**config.mk**
```make
export PLATFORM = sky130hd
export DESIGN_NAME = dff_skid_buffer
export DESIGN_NICKNAME = d
export VERILOG_FILES = /design/src/rtl/dff_skid_buffer_pkg.sv /design/src/rtl/dff_skid_buffer_dff_en.sv /design/src/rtl/dff_skid_buffer.sv
export SDC_FILE = /design/constraint.sdc
export NUM_CORES = 1
export LEC_CHECK = 0
export ABC_CLOCK_PERIOD_IN_PS = 1300
export CORE_MARGIN = 4
export CORE_UTILIZATION = 48
export DETAILED_ROUTE_END_ITERATION = 12
export HOLD_SLACK_MARGIN = 0.12
export PLACE_DENSITY_LB_ADDON = 0.25
export SLEW_MARGIN = 30
export SYNTH_ARGS = -nofsm -noshare
export SYNTH_HDL_FRONTEND = slang
export SYNTH_SLANG_ARGS = --single-unit
```
**constraint.sdc**
```tcl
create_clock -name clk -period 1.3 [get_ports clk]
set_clock_uncertainty 0.05 [all_clocks]
set_input_delay 0.325 -clock clk [delete_from_list [all_inputs] [get_ports clk]]
set_output_delay 0.325 -clock clk [all_outputs]
set_load 0.005 [all_outputs]
```
**src/rtl/dff_skid_buffer_pkg.sv**
```systemverilog
`default_nettype none
// ============================================================================
// Package     : hbb_skid_pkg
// Description : Shared state encoding for the dff_skid_buffer pipeline stage.
// Revision    : 1.0 - initial release
// ============================================================================
package hbb_skid_pkg;

  // Occupancy of the stage: how many words it currently holds.
  typedef enum logic [1:0] {
    EMPTY = 2'd0,  // no word held
    BUSY  = 2'd1,  // main register holds a word
    FULL  = 2'd2   // main and skid registers both hold a word
  } skid_state_t;

endpackage : hbb_skid_pkg
`default_nettype wire

```
**src/rtl/dff_skid_buffer_dff_en.sv**
```systemverilog
`default_nettype none
// ============================================================================
// Module      : dff_en
// Description : WIDTH-bit register with synchronous clear and load enable.
// Revision    : 1.0 - initial release
// ============================================================================
module dff_en #(
  parameter int unsigned WIDTH = 8
) (
  input  logic             clk,
  input  logic             rst,
  input  logic             en_i,
  input  logic [WIDTH-1:0] d_i,
  output logic [WIDTH-1:0] q_o
);

  logic [WIDTH-1:0] data_q;

  // Clear on reset, otherwise load only when enabled.
  always_ff @(posedge clk) begin
    if (rst) begin
      data_q <= '0;
    end else if (en_i) begin
      data_q <= d_i;
    end
  end

  assign q_o = data_q;

endmodule : dff_en
`default_nettype wire

```
**src/rtl/dff_skid_buffer.sv**
```systemverilog
`default_nettype none
// ============================================================================
// Module      : dff_skid_buffer
// Description : Two-entry registered valid/ready stage. Data moves forward
//               through a main register; a skid register absorbs the one
//               extra word that arrives while in_ready is still high after
//               the consumer stalls. All handshake outputs come from flops.
// Revision    : 1.0 - initial release
// ============================================================================
module dff_skid_buffer
  import hbb_skid_pkg::*;
#(
  parameter int unsigned WIDTH = 8
) (
  input  logic             clk,
  input  logic             rst,
  input  logic             in_valid_i,
  output logic             in_ready_o,
  input  logic [WIDTH-1:0] in_i,
  output logic             out_valid_o,
  input  logic             out_ready_i,
  output logic [WIDTH-1:0] out_o
);

  skid_state_t      state_q, state_d;
  logic             in_ready_q;
  logic             out_valid_q;

  logic             in_fire;
  logic             out_fire;
  logic             main_en;
  logic             main_sel_skid;
  logic             skid_en;
  logic [WIDTH-1:0] main_d;
  logic [WIDTH-1:0] main_q;
  logic [WIDTH-1:0] skid_q;

  // Transfers use only registered ready/valid, so no combinational
  // path exists from out_ready_i to in_ready_o or from in_valid_i onward.
  assign in_fire  = in_valid_i & in_ready_q;
  assign out_fire = out_valid_q & out_ready_i;

  // Next-state and register enables from the current occupancy.
  always_comb begin
    state_d       = state_q;
    main_en       = 1'b0;
    main_sel_skid = 1'b0;
    skid_en       = 1'b0;
    unique case (state_q)
      EMPTY: begin
        if (in_fire) begin
          main_en = 1'b1;
          state_d = BUSY;
        end
      end
      BUSY: begin
        if (in_fire && out_fire) begin
          main_en = 1'b1;
        end else if (in_fire) begin
          // Consumer stalled while we were still ready: park the word.
          skid_en = 1'b1;
          state_d = FULL;
        end else if (out_fire) begin
          state_d = EMPTY;
        end
      end
      FULL: begin
        // in_ready is low here, so only the output side can move.
        if (out_fire) begin
          main_en       = 1'b1;
          main_sel_skid = 1'b1;
          state_d       = BUSY;
        end
      end
      default: begin
        state_d = EMPTY;
      end
    endcase
  end

  assign main_d = main_sel_skid ? skid_q : in_i;

  // State plus registered handshake outputs, decoded from next-state.
  always_ff @(posedge clk) begin
    if (rst) begin
      state_q     <= EMPTY;
      in_ready_q  <= 1'b0;
      out_valid_q <= 1'b0;
    end else begin
      state_q     <= state_d;
      in_ready_q  <= (state_d != FULL);
      out_valid_q <= (state_d != EMPTY);
    end
  end

  dff_en #(.WIDTH(WIDTH)) u_main (
    .clk  (clk),
    .rst  (rst),
    .en_i (main_en),
    .d_i  (main_d),
    .q_o  (main_q)
  );

  dff_en #(.WIDTH(WIDTH)) u_skid (
    .clk  (clk),
    .rst  (rst),
    .en_i (skid_en),
    .d_i  (in_i),
    .q_o  (skid_q)
  );

  assign in_ready_o  = in_ready_q;
  assign out_valid_o = out_valid_q;
  assign out_o       = main_q;

endmodule : dff_skid_buffer
`default_nettype wire

```
* Word level (Yosys, flattened, before mapping)
Cells that the tools add are included.
** Word-level totals
- Output and inout port bits :: 10
- Register bits :: 20
- Input port bits :: 12
- Logic and storage cells :: 27
** Operators by class
- Reduce and logical (&&, ||, !) cells :: 3
- Mux-type cells :: 14
- Equality and inequality tests :: 3
- Bitwise operators :: 2
** Operators by type and width (count)
- 2-to-1 mux 2 bit :: 5
- 2-to-1 mux 8 bit :: 1
- 2-to-1 mux 1 bit :: 6
- one-hot mux 2 bit (3 select lines) :: 1
- one-hot mux 1 bit (3 select lines) :: 1
- bitwise AND 1 bit :: 2
- equality test 2 x 1 -> 1 bit, second input constant :: 1
- equality test 2 bit, second input constant :: 1
- logical NOT 2 bit :: 1
- inequality test 2 bit, second input constant :: 1
- nonzero test 2 bit :: 1
- logical AND 1 bit :: 1

* Logic depth before layout (Yosys ltp)
Gate-level depths: netlist (run 1).
- Depth in word-level cells :: 6
- Depth in mapped cells :: 5
- Gate-level depth less buffers :: 3

* Modules after synthesis
Synthesis (run 1) repeated with hierarchy kept, for this count alone.
** Unflattened totals
- Cell total of the unflattened synthesis :: 82
- Area, all modules :: 892.1 um^2
** By module, submodules not included
- dff_en :: sequential area each 160.2 um^2, cells an instance 26, instances 2, area an instance 285.3 um^2
- dff_skid_buffer :: sequential area each 80.1 um^2, cells an instance 30, instances 1, area an instance 321.6 um^2

* Worst setup path before layout (run 1)
Ideal clock, no wire load.
- Path kind :: register to register
- Start point :: register out_valid_q, in the netlist out_valid_o
- End point :: register u_main.data_q[7], in the netlist u_main.q_o[7]
- Required time :: 1.162 ns
- Library setup time :: 0.088 ns
- Setup slack :: 0.091 ns
- Clock period less this slack :: 1.209 ns
- Cell stages (with the launch flop) :: 5
- Buffers on the path :: 2
- Data arrival time :: 1.071 ns
- Cells stage by stage :: dfxtp_1 -> buf_4 -> nand4b_2 -> buf_6 -> a311oi_2
** On the way
- Cells in the longest elaborated chain, start to end :: 4
- Elaborated cells between the ends (all ways) :: 7
- Classes of those cells :: 5 x mux; 1 x bitwise; 1 x reduce/logical
** Ends and longest elaborated chain
- from (decl) :: line dff_skid_buffer.sv:27 : logic out_valid_q;
- from (signal assigned) :: line dff_skid_buffer.sv:92 : out_valid_q <= (state_d != EMPTY);
- bitwise AND 1 bit (*) :: line dff_skid_buffer.sv:41 : assign out_fire = out_valid_q & out_ready_i;
- logical AND 1 bit / 2-to-1 mux 1 bit (equally long branches) :: line dff_skid_buffer.sv:57, dff_skid_buffer.sv:69
- 2-to-1 mux 1 bit, on equally long branches :: line dff_skid_buffer.sv:57, dff_skid_buffer.sv:49
- one-hot mux 1 bit (3 select lines) / 2-to-1 mux 8 bit (equally long branches) :: line dff_skid_buffer.sv:49, dff_skid_buffer.sv:81
- to (signal assigned) :: line dff_skid_buffer_dff_en.sv:24 : data_q <= d_i;
- to (decl) :: line dff_skid_buffer_dff_en.sv:17 : logic [WIDTH-1:0] data_q;
Mark *: on every way between the ends. The rest lies on a longest branch, timed or not.
A chain may end at the register's enable or synchronous reset.

* Worst setup path in the final report (run 1)
- Start point :: register out_valid_q, in the netlist out_valid_o
- End point :: register u_main.data_q[5], in the netlist u_main.q_o[5]
Same word-level chain as after synthesis.

==> impl_metrics.toml, run 1 <==
[logic_synthesis]
synth-edff-count = 0
ys_ff_latch = 20
synth_cell_types = 25
yosysSeqAreaShare_pct = 40.5
ys_warn_count = 0
post-synth-top-count-cell = "dfxtp_1"
synth.top_cells.by_count = "20 x dfxtp_1, 17 x nand2b_1, 10 x nor2_1"
yosysTopAreaCell = "dfxtp_1"
syn_area_um2 = 988
synthesis.nets = 113
syn_area_per_cell_um2 = 9.79
synth_top_area_share_pct = 40.5
synth_area_leaders = "dfxtp_1 41%, nand2b_1 11%, mux2i_1 8.1%, a311oi_1 6.2%, nand3_1 4.1%"
ys_async_sr_fraction_pct = 0
synthFlopType = "dfxtp_1"
syn_inst = 101

[worst_hold_path]
min_path_type = "register to register"

[clock_tree]
cts_tree = "yes"
cts.sink_count = 20
clock_latency_ps = 290
clock_tree.buffer_depth = 2
clkTransAtPathRegs_ps = 110
cts_buffers = 3
cts_root_buf = "clkbuf_4"
htree_levels = 1

[job]
max_cap_violations = 0

[power]
p_leak_uw = 0.000611
ir_drop_mv = 0.691
seqPwrFrac_pct = 53.1
p_sw_uw = 328
cellPowerDensity_nw_per_um2 = 846
p_int_uw = 928
clockPowerShare_pct = 22.6
p_sw_share_pct = 26.1
p_comb_share_pct = 24.3

[floorplanning]
die_w_um = 53.4
die-area_um2 = 2850
placement_rows = 16
ios = 22
core_area_um2 = 1960
initial_utilization_pct = 50.4
die_h_um = 53.4

[drt]
drt-vias-per-instance = 5.39
wirelength_mm = 2.44
wl_per_cell_um = 14.8
via_count = 890
drc = 0
dr.pass1.iters = 4
drt_iter0_drc = 16
ant_nets = 0

[status]
status = "finished clean"

[timing]
drv_slew = 0
period_minus_slack_ps = 1290
fmax_mhz = 774
worst_pin_slew_ps = 236
hold_ws_ps = 435
tns_ps = 0
grt_setup_unrepaired = "true"
setup_violations = 0
fin_crit_sh_pct = 99.4
report.final.hold_viol_count = 0
relSlewSlack_pct = 84.1

[critical_path]
cp.arrival_ps = 1440
critical_path_class = "register to register"
cp-start-kind = "register"
crit_fanout = 7
worstPathRequired_ps = 1450
cp-end-kind = "register"

[grt]
grt_pass1_wl_mm = 3.90
antenna_found_initial = 0
grt_start_max_net_pins = 30
grt_pass1_vias = 839
globalRouteOverflowTotal = 0
grt_util_all_layers_pct = 18.9

[place]
placed_area_um2 = 1300
io_buffer_count = 21
place_congestion = 0.800
place_hpwl_mm = 1.65

[finish]
drive_gt1_share_pct = 35.5
seqCellArea_um2 = 415
fin_util_pct = 75.6
diodes = 0
syn_to_final_growth_pct = 50.1
final_area_um2 = 1480
multi_input_area_um2 = 612
n_fill_cell = 148
nets = 152
==> worst max-delay path, stage by stage (launching register included) <==
cell and delay, ps:
dfxtp_4 360, buf_6 130, buf_6 130, nand4b_4 100, buf_6 150, nor2_4 30, a311oi_2 240
==> layout by cell type (no fill, tap or decap) <==
cell type / synthesis / final
nor2_4: 0 / 1
dlygate4sd2_1: 0 / 11
a21o_1: 1 / 1
a21bo_4: 0 / 1
a21boi_4: 1 / 2
mux2i_1: 8 / 8
nand2b_1: 17 / 17
nand3_1: 8 / 8
a311oi_2: 1 / 6
clkdlybuf4s15_1: 0 / 1
o2bb2ai_2: 0 / 1
buf_6: 2 / 11
nand4b_4: 1 / 2
o21ai_0: 8 / 2
dfxtp_1: 20 / 10
clkbuf_4: 0 / 3
nand2_1: 1 / 1
dfxtp_2: 0 / 9
nor2_1: 10 / 9
a311oi_1: 7 / 2
clkdlybuf4s50_1: 0 / 9
a22oi_1: 1 / 1
nor2b_1: 1 / 1
xnor2_1: 1 / 1
a21oi_2: 1 / 1
and3b_2: 0 / 1
a21oi_4: 1 / 1
o21ai_1: 0 / 6
nand3b_1: 1 / 1
buf_4: 3 / 8
buf_12: 0 / 1
dfxtp_4: 0 / 1
==> sequential cells by signal, summed over array words and instances (netlist names) <==
| signal | count |
|---|---|
| u_skid.q_o | 8 |
| out_valid_o | 1 |
| state_q | 2 |
| u_main.q_o | 8 |
| in_ready_o | 1 |
==> kinds of logic (layout without fill, tap and decap cells) <==
family          count (synthesis)  after routing  synth area share, %
simple gates                   41             41                 25.2
xor+xnor                        1              1                0.886
mux                             8              8                 8.10
compound gates                 23             24                 19.6
buf+inv                         8             44                 5.70
flops                          20             20                 40.5
==> final timing paths <==
path | from | endpoint | slack (ps) | cells after the start
min | u_skid.q_o[3]$_SDFFE_PP0P_ | u_skid.q_o[3]$_SDFFE_PP0P_ | 430 | 2
min reg2reg | u_skid.q_o[3]$_SDFFE_PP0P_ | u_skid.q_o[3]$_SDFFE_PP0P_ | 430 | 2
max reg2reg | out_valid_o$_SDFF_PP0_ | u_main.q_o[5]$_SDFFE_PP0P_ | 8 | 6
max | out_valid_o$_SDFF_PP0_ | u_main.q_o[5]$_SDFFE_PP0P_ | 8 | 6
==> metrics by stage <==
| step | power [µW] | worst slack (ps) | instances |
|---|---|---|---|
| 4_1_cts | 1230 | 2.85 | 164 |
| 5_1_grt | 1320 | -81.5 | 165 |
| 6_report | 1260 | 7.86 | 165 |
| 3_5_place_dp | 938 | -452 | 156 |
| 3_3_place_gp | 931 | -392 | 156 |
| 2_1_floorplan | 809 | 91.0 | 101 |
==> area by class of cell <==
type / instances / area share (%)
Tap cell: 27 / 2.28
Multi-Input combinational cell: 74 / 41.2
Timing Repair Buffer: 41 / 27.0
Sequential cell: 20 / 28.0
Clock buffer: 3 / 1.52
==> routing by layer <==
layer | up-vias | part of all wire, % | global-route usage [%] | routed length, µm
li1 | 443 | - | - | -
met3 | 2 | 5.3 | 4.79 | 128
met4 | 0 | 0.49 | 4.68 | 12
met5 | - | 0 | 0 | 0
met2 | 24 | 50 | 30.8 | 1220
met1 | 421 | 44 | 24.5 | 1080
==> repair_timing <==
| item | 4_1_cts | 5_1_grt |
|---|---|---|
| gates resized for setup | 32 | 23 |
| hold buffers | 0 | 0 |
| buffers inserted | 3 | 1 |
| endpoints found under the setup margin | 27 | 20 |
| endpoints found under the hold margin | 0 | 0 |
| pin swaps | 5 | 9 |
| gates cloned | 2 | 0 |
==> power groups by stage <==
| stage | clock, µW | sequential (µW) | combinational, µW |
|---|---|---|---|
| after floorplan | 0 | 677 | 132 |
| after global placement | 0 | 678 | 253 |
| after detailed placement | 0 | 680 | 258 |
| after CTS | 292 | 664 | 274 |
| after global routing | 320 | 671 | 326 |
| final | 283 | 667 | 305 |
No activity file was read; power rests on OpenSTA's default activity.
==> run 2: changes to the inputs <==
--- a/config.mk
+++ b/config.mk
@@ -11,6 +11,7 @@
 export DETAILED_ROUTE_END_ITERATION = 12
 export HOLD_SLACK_MARGIN = 0.12
 export PLACE_DENSITY_LB_ADDON = 0.25
+export SKIP_LAST_GASP = 1
 export SLEW_MARGIN = 30
 export SYNTH_ARGS = -nofsm -noshare
 export SYNTH_HDL_FRONTEND = slang
==> impl_metrics.toml, run 2 (synthesized netlist as in run 1, its figures left out) <==
[grt]
grt_start_max_net_pins = 30
grt_pass1_wl_mm = 3.84
antenna_found_initial = 0
grt_util_all_layers_pct = 18.7
grt_pass1_vias = 830
globalRouteOverflowTotal = 0

[critical_path]
cp-start-kind = "register"
crit_path_max_incr_delay_ps = 330
cp-end-kind = "output pin"
crit_fanout = 2
critical_path.top_delay_family = "flip-flops"
cp_num_buf_inv = 1
path_cells = "dlygate4sd2_1"
cp.arrival_ps = 880
critical_path_class = "register to output pin"
worstPathRequired_ps = 930
cp_slowest_cell = "dfxtp_1"

[timing]
period_minus_slack_ps = 1260
relSlewSlack_pct = 85.5
tns_ps = 0
grt_setup_unrepaired = "true"
report.final.hold_viol_count = 0
fin_ws_ps = 41.4
fin_crit_sh_pct = 96.8
worst_pin_slew_ps = 215
fmax_mhz = 795
setup_violations = 0
drv_slew = 0

[drt]
ant_nets = 0
wirelength_mm = 2.27
wl_per_cell_um = 13.9
dr.pass1.iters = 4
via_count = 856
drc = 0
drt_iter0_drc = 13
drt-vias-per-instance = 5.25

[finish]
syn_to_final_growth_pct = 44.2
final_common_cell = "nand2b_1"
most-common-layout-cells = "17 x nand2b_1, 11 x buf_6, 11 x dlygate4sd2_1, 11 x dfxtp_1, 10 x nor2_1"
final_area_um2 = 1430
nets = 150
drive_gt1_share_pct = 29.4
fin_util_pct = 72.6
seqCellArea_um2 = 414
multi_input_area_um2 = 567
n_fill_cell = 154
diodes = 0

[clock_tree]
cts_buffers = 3
cts.sink_count = 20
clock_tree.buffer_depth = 2
clock_latency_ps = 290
htree_levels = 1
cts_tree = "yes"
clkTransAtPathRegs_ps = 110
cts_root_buf = "clkbuf_4"

[power]
p_int_uw = 913
clockPowerShare_pct = 23.0
cellPowerDensity_nw_per_um2 = 861
seqPwrFrac_pct = 54.6
ir_drop_mv = 0.685
p_leak_uw = 0.000604
p_comb_share_pct = 22.4
p_sw_uw = 314
p_sw_share_pct = 25.6

[place]
post-place-ws_ps = -452
place_hpwl_mm = 1.65
place_congestion = 0.800
io_buffer_count = 21
placed_area_um2 = 1300

[floorplanning]
die-area_um2 = 2850
core_area_um2 = 1960
ios = 22
die_h_um = 53.4
initial_utilization_pct = 50.4
placement_rows = 16
die_w_um = 53.4

[status]
status = "finished clean"

[job]
max_cap_violations = 0

[worst_hold_path]
min_path_type = "register to register"
[run 2: cell types whose count changed in the layout (fill, tap and decap cells not counted), sizes merged]
cell,delta
buf,-2
clkdlybuf4s15,-1
dlymetal6s2s,+1
[run 2: through the flow]
| stage | total power (µW) | cells | hold WS (ps) |
|---|---|---|---|
| floorplan | 809 | 101 | 399 |
| global placement | 931 | 156 | 407 |
| detailed placement | 938 | 156 | 416 |
| CTS | 1230 | 164 | 436 |
| global route | 1290 | 163 | 462 |
| finish | 1230 | 163 | 433 |
[run 2: path summary, 6_finish.rpt]
kind	startpoint	to	slack, ps	cells past startpoint
max reg2reg	out_valid_o$_SDFF_PP0_	u_main.q_o[5]$_SDFFE_PP0P_	40	4
max	u_main.q_o[1]$_SDFFE_PP0P_	out_o[1]	40	1
min	u_skid.q_o[2]$_SDFFE_PP0P_	u_skid.q_o[2]$_SDFFE_PP0P_	430	2
min reg2reg	u_skid.q_o[2]$_SDFFE_PP0P_	u_skid.q_o[2]$_SDFFE_PP0P_	430	2
[run 2: routing by layer]
| metal | vias to the layer above | GRT usage, % | share of wire, % |
|---|---|---|---|
| met3 | 2 | 4.79 | 5.0 |
| met1 | 393 | 24.1 | 45 |
| met2 | 18 | 30.6 | 50 |
| met5 | - | 0 | 0 |
| met4 | 0 | 4.68 | 0.53 |
| li1 | 443 | - | - |
[run 2: repair_timing]
item                       in CTS  in global routing
setup buffers                   3                  0
resized for setup              29                 13
cloned                          2                  0
setup endpoints to repair      27                 20
pin swaps                       4                  8
hold buffers                    0                  0
[run 2: cell type report]
| cell class | count | area share [%] |
|---|---|---|
| Multi-Input combinational cell | 74 | 39.8 |
| Tap cell | 27 | 2.37 |
| Clock buffer | 3 | 1.58 |
| Sequential cell | 20 | 29.1 |
| Timing Repair Buffer | 39 | 27.2 |
[run 2: power groups by stage]
| stage | sequential, µW | clock (µW) | combinational (µW) |
|---|---|---|---|
| final | 670 | 282 | 274 |
| after detailed placement | 680 | 0 | 258 |
| after floorplan | 677 | 0 | 132 |
| after global routing | 675 | 320 | 295 |
| after global placement | 678 | 0 | 253 |
| after CTS | 663 | 292 | 274 |
[run 2: worst register-to-register path, stage by stage (launching register included)]
cell and delay (ps):
dfxtp_4 410, buf_6 130, nand4b_4 140, buf_6 170
a311oi_2 270
==> run 3: changes to the inputs <==
==> constraint.sdc (replaced) <==
create_clock -name clk -period 1.3 [get_ports clk]
set_clock_uncertainty 0.05 [all_clocks]
set_input_delay 0.195 -clock clk [delete_from_list [all_inputs] [get_ports clk]]
set_output_delay 0.195 -clock clk [all_outputs]
set_load 0.005 [all_outputs]
==> impl_metrics.toml, run 3 (synthesized netlist as in run 1, its figures left out) <==
[status]
status = "finished clean"

[floorplanning]
die_h_um = 53.4
die_w_um = 53.4
die-area_um2 = 2850
placement_rows = 16
core_area_um2 = 1960
ios = 22
initial_utilization_pct = 50.4

[worst_hold_path]
min_path_type = "input pin to register"
hold_depth = 3
worstHoldStart = "in_i[7]"
whs_endpoint = "u_skid.q_o[7]$_SDFFE_PP0P_"

[timing]
report.final.hold_viol_count = 0
relSlewSlack_pct = 85.4
grt_setup_unrepaired = "true"
fmax_mhz = 789
drv_slew = 0
worst_pin_slew_ps = 217
period_minus_slack_ps = 1270
fin_crit_sh_pct = 97.4
setup_violations = 0

[clock_tree]
clock_tree.buffer_depth = 2
htree_levels = 1
cts_buffers = 3
cts_root_buf = "clkbuf_4"
cts.sink_count = 20
clock_latency_ps = 310
cts_tree = "yes"
cts_hold_buffers = 0
clkTransAtPathRegs_ps = 130

[finish]
final_area_um2 = 1430
drive_gt1_share_pct = 31.9
syn_to_final_growth_pct = 44.9
most-common-layout-cells = "17 x nand2b_1, 14 x buf_4, 11 x dfxtp_2"
diodes = 0
final_common_cell = "nand2b_1"
finalNonFillerCells = 165
nets = 151

[drt]
via_count = 908
drc = 0
ant_nets = 0
drt-vias-per-instance = 5.50
drt_iter0_drc = 34
wl_per_cell_um = 15.5
dr.pass1.iters = 4
wirelength_mm = 2.57

[critical_path]
critical_path_class = "register to register"
worstPathRequired_ps = 1480
reg2reg_from = "state_q[0]$_SDFF_PP0_"
r2r_slack_ps = 30
crit_path_max_incr_delay_ps = 390
cp-end-kind = "register"
cp_slowest_cell = "dfxtp_2"
cp-start-kind = "register"
cp.arrival_ps = 1440
crit_fanout = 6
path_cells = "a21bo_1, buf_4, nand3_1, a311oi_1"
reg2regPathDepth = 4
r2r-end = "u_main.q_o[2]$_SDFFE_PP0P_"

[place]
io_buffer_count = 21
dp.cells = 158
place_hpwl_mm = 1.68
placed_area_um2 = 1320
place_congestion = 0.784

[job]
max_cap_violations = 0

[grt]
globalRouteOverflowTotal = 0
grt_pass1_vias = 910
grt_pass1_wl_mm = 3.90
grt_start_max_net_pins = 30
antenna_found_initial = 0
grt_util_all_layers_pct = 19.1

[power]
cellPowerDensity_nw_per_um2 = 1030
p_total_uw = 1480
ir_drop_mv = 0.624
p_leak_uw = 0.000607
==> run 3: changes by cell type in the layout (fill, tap and decap cells not counted), sizes merged <==
cell           previous run  this run
buf                      18        19
bufinv                    0         1
clkdlybuf4s50             9        10
dlygate4sd2              11        10
==> run 3: power breakdown <==
group          total, µW  internal, µW  switching, µW  leakage [µW]
Clock                526           312            214     0.0000279
Combinational        278           161            117      0.000411
Sequential           676           647           29.3      0.000168
Total               1480          1120            361      0.000607
==> run 3: final cells by class <==
| class | instances | area, µm² |
|---|---|---|
| Multi-Input combinational cell | 74 | 558 |
| Fill cell | 154 | 529 |
| Sequential cell | 20 | 418 |
| Timing Repair Buffer | 40 | 370 |
| Tap cell | 27 | 33.8 |
| Clock inverter | 1 | 30.0 |
| Clock buffer | 3 | 22.5 |
==> run 3: stage by stage <==
stage | TNS, ps | hold slack [ps] | utilization (%) | setup slack [ps]
after floorplan | 0 | 300 | - | 91.0
after CTS | -107 | 421 | 71.8 | -107
after global placement | -4120 | 409 | 67.1 | -248
after global routing | -136 | 437 | 73.0 | -52.5
after detailed placement | -5010 | 417 | 67.1 | -304
final | 0 | 419 | 73.0 | 33.4
==> run 3: worst max-delay path by stage <==
stage                                start                          to  cells after the start
finish               state_q[0]$_SDFF_PP0_  u_main.q_o[2]$_SDFFE_PP0P_                      4
global placement               out_ready_i  u_main.q_o[4]$_SDFFE_PP0P_                      5
detailed placement             out_ready_i  u_main.q_o[1]$_SDFFE_PP0P_                      5
global route         state_q[1]$_SDFF_PP0_  u_main.q_o[3]$_SDFFE_PP0P_                      4
floorplan           out_valid_o$_SDFF_PP0_  u_main.q_o[7]$_SDFFE_PP0P_                      4
CTS                 out_valid_o$_SDFF_PP0_                 out_valid_o                      1
==> run 3: repair_timing <==
action,4_1_cts,5_1_grt
cloned,1,0
gates resized for setup,24,9
endpoints found under the setup margin,18,18
setup buffers,2,2
pin swaps,1,2
==> run 3: critical path, delay by kind of cell, from the launching register on <==
kind / cells / cell delay [ps]
AOI/OAI and AO/OA: 2 / 500
and+or+nand+nor: 1 / 80
buffers and inverters: 1 / 160
DFF: 1 / 390
==> run 3: layer usage <==
layer | vias to the layer above | share of wire (%) | global-route usage [%]
met3 | 2 | 4.2 | 3.38
li1 | 437 | - | -
met4 | 0 | 0.62 | 9.36
met2 | 24 | 51 | 32.9
met1 | 445 | 44 | 22.3
met5 | - | 0 | 0
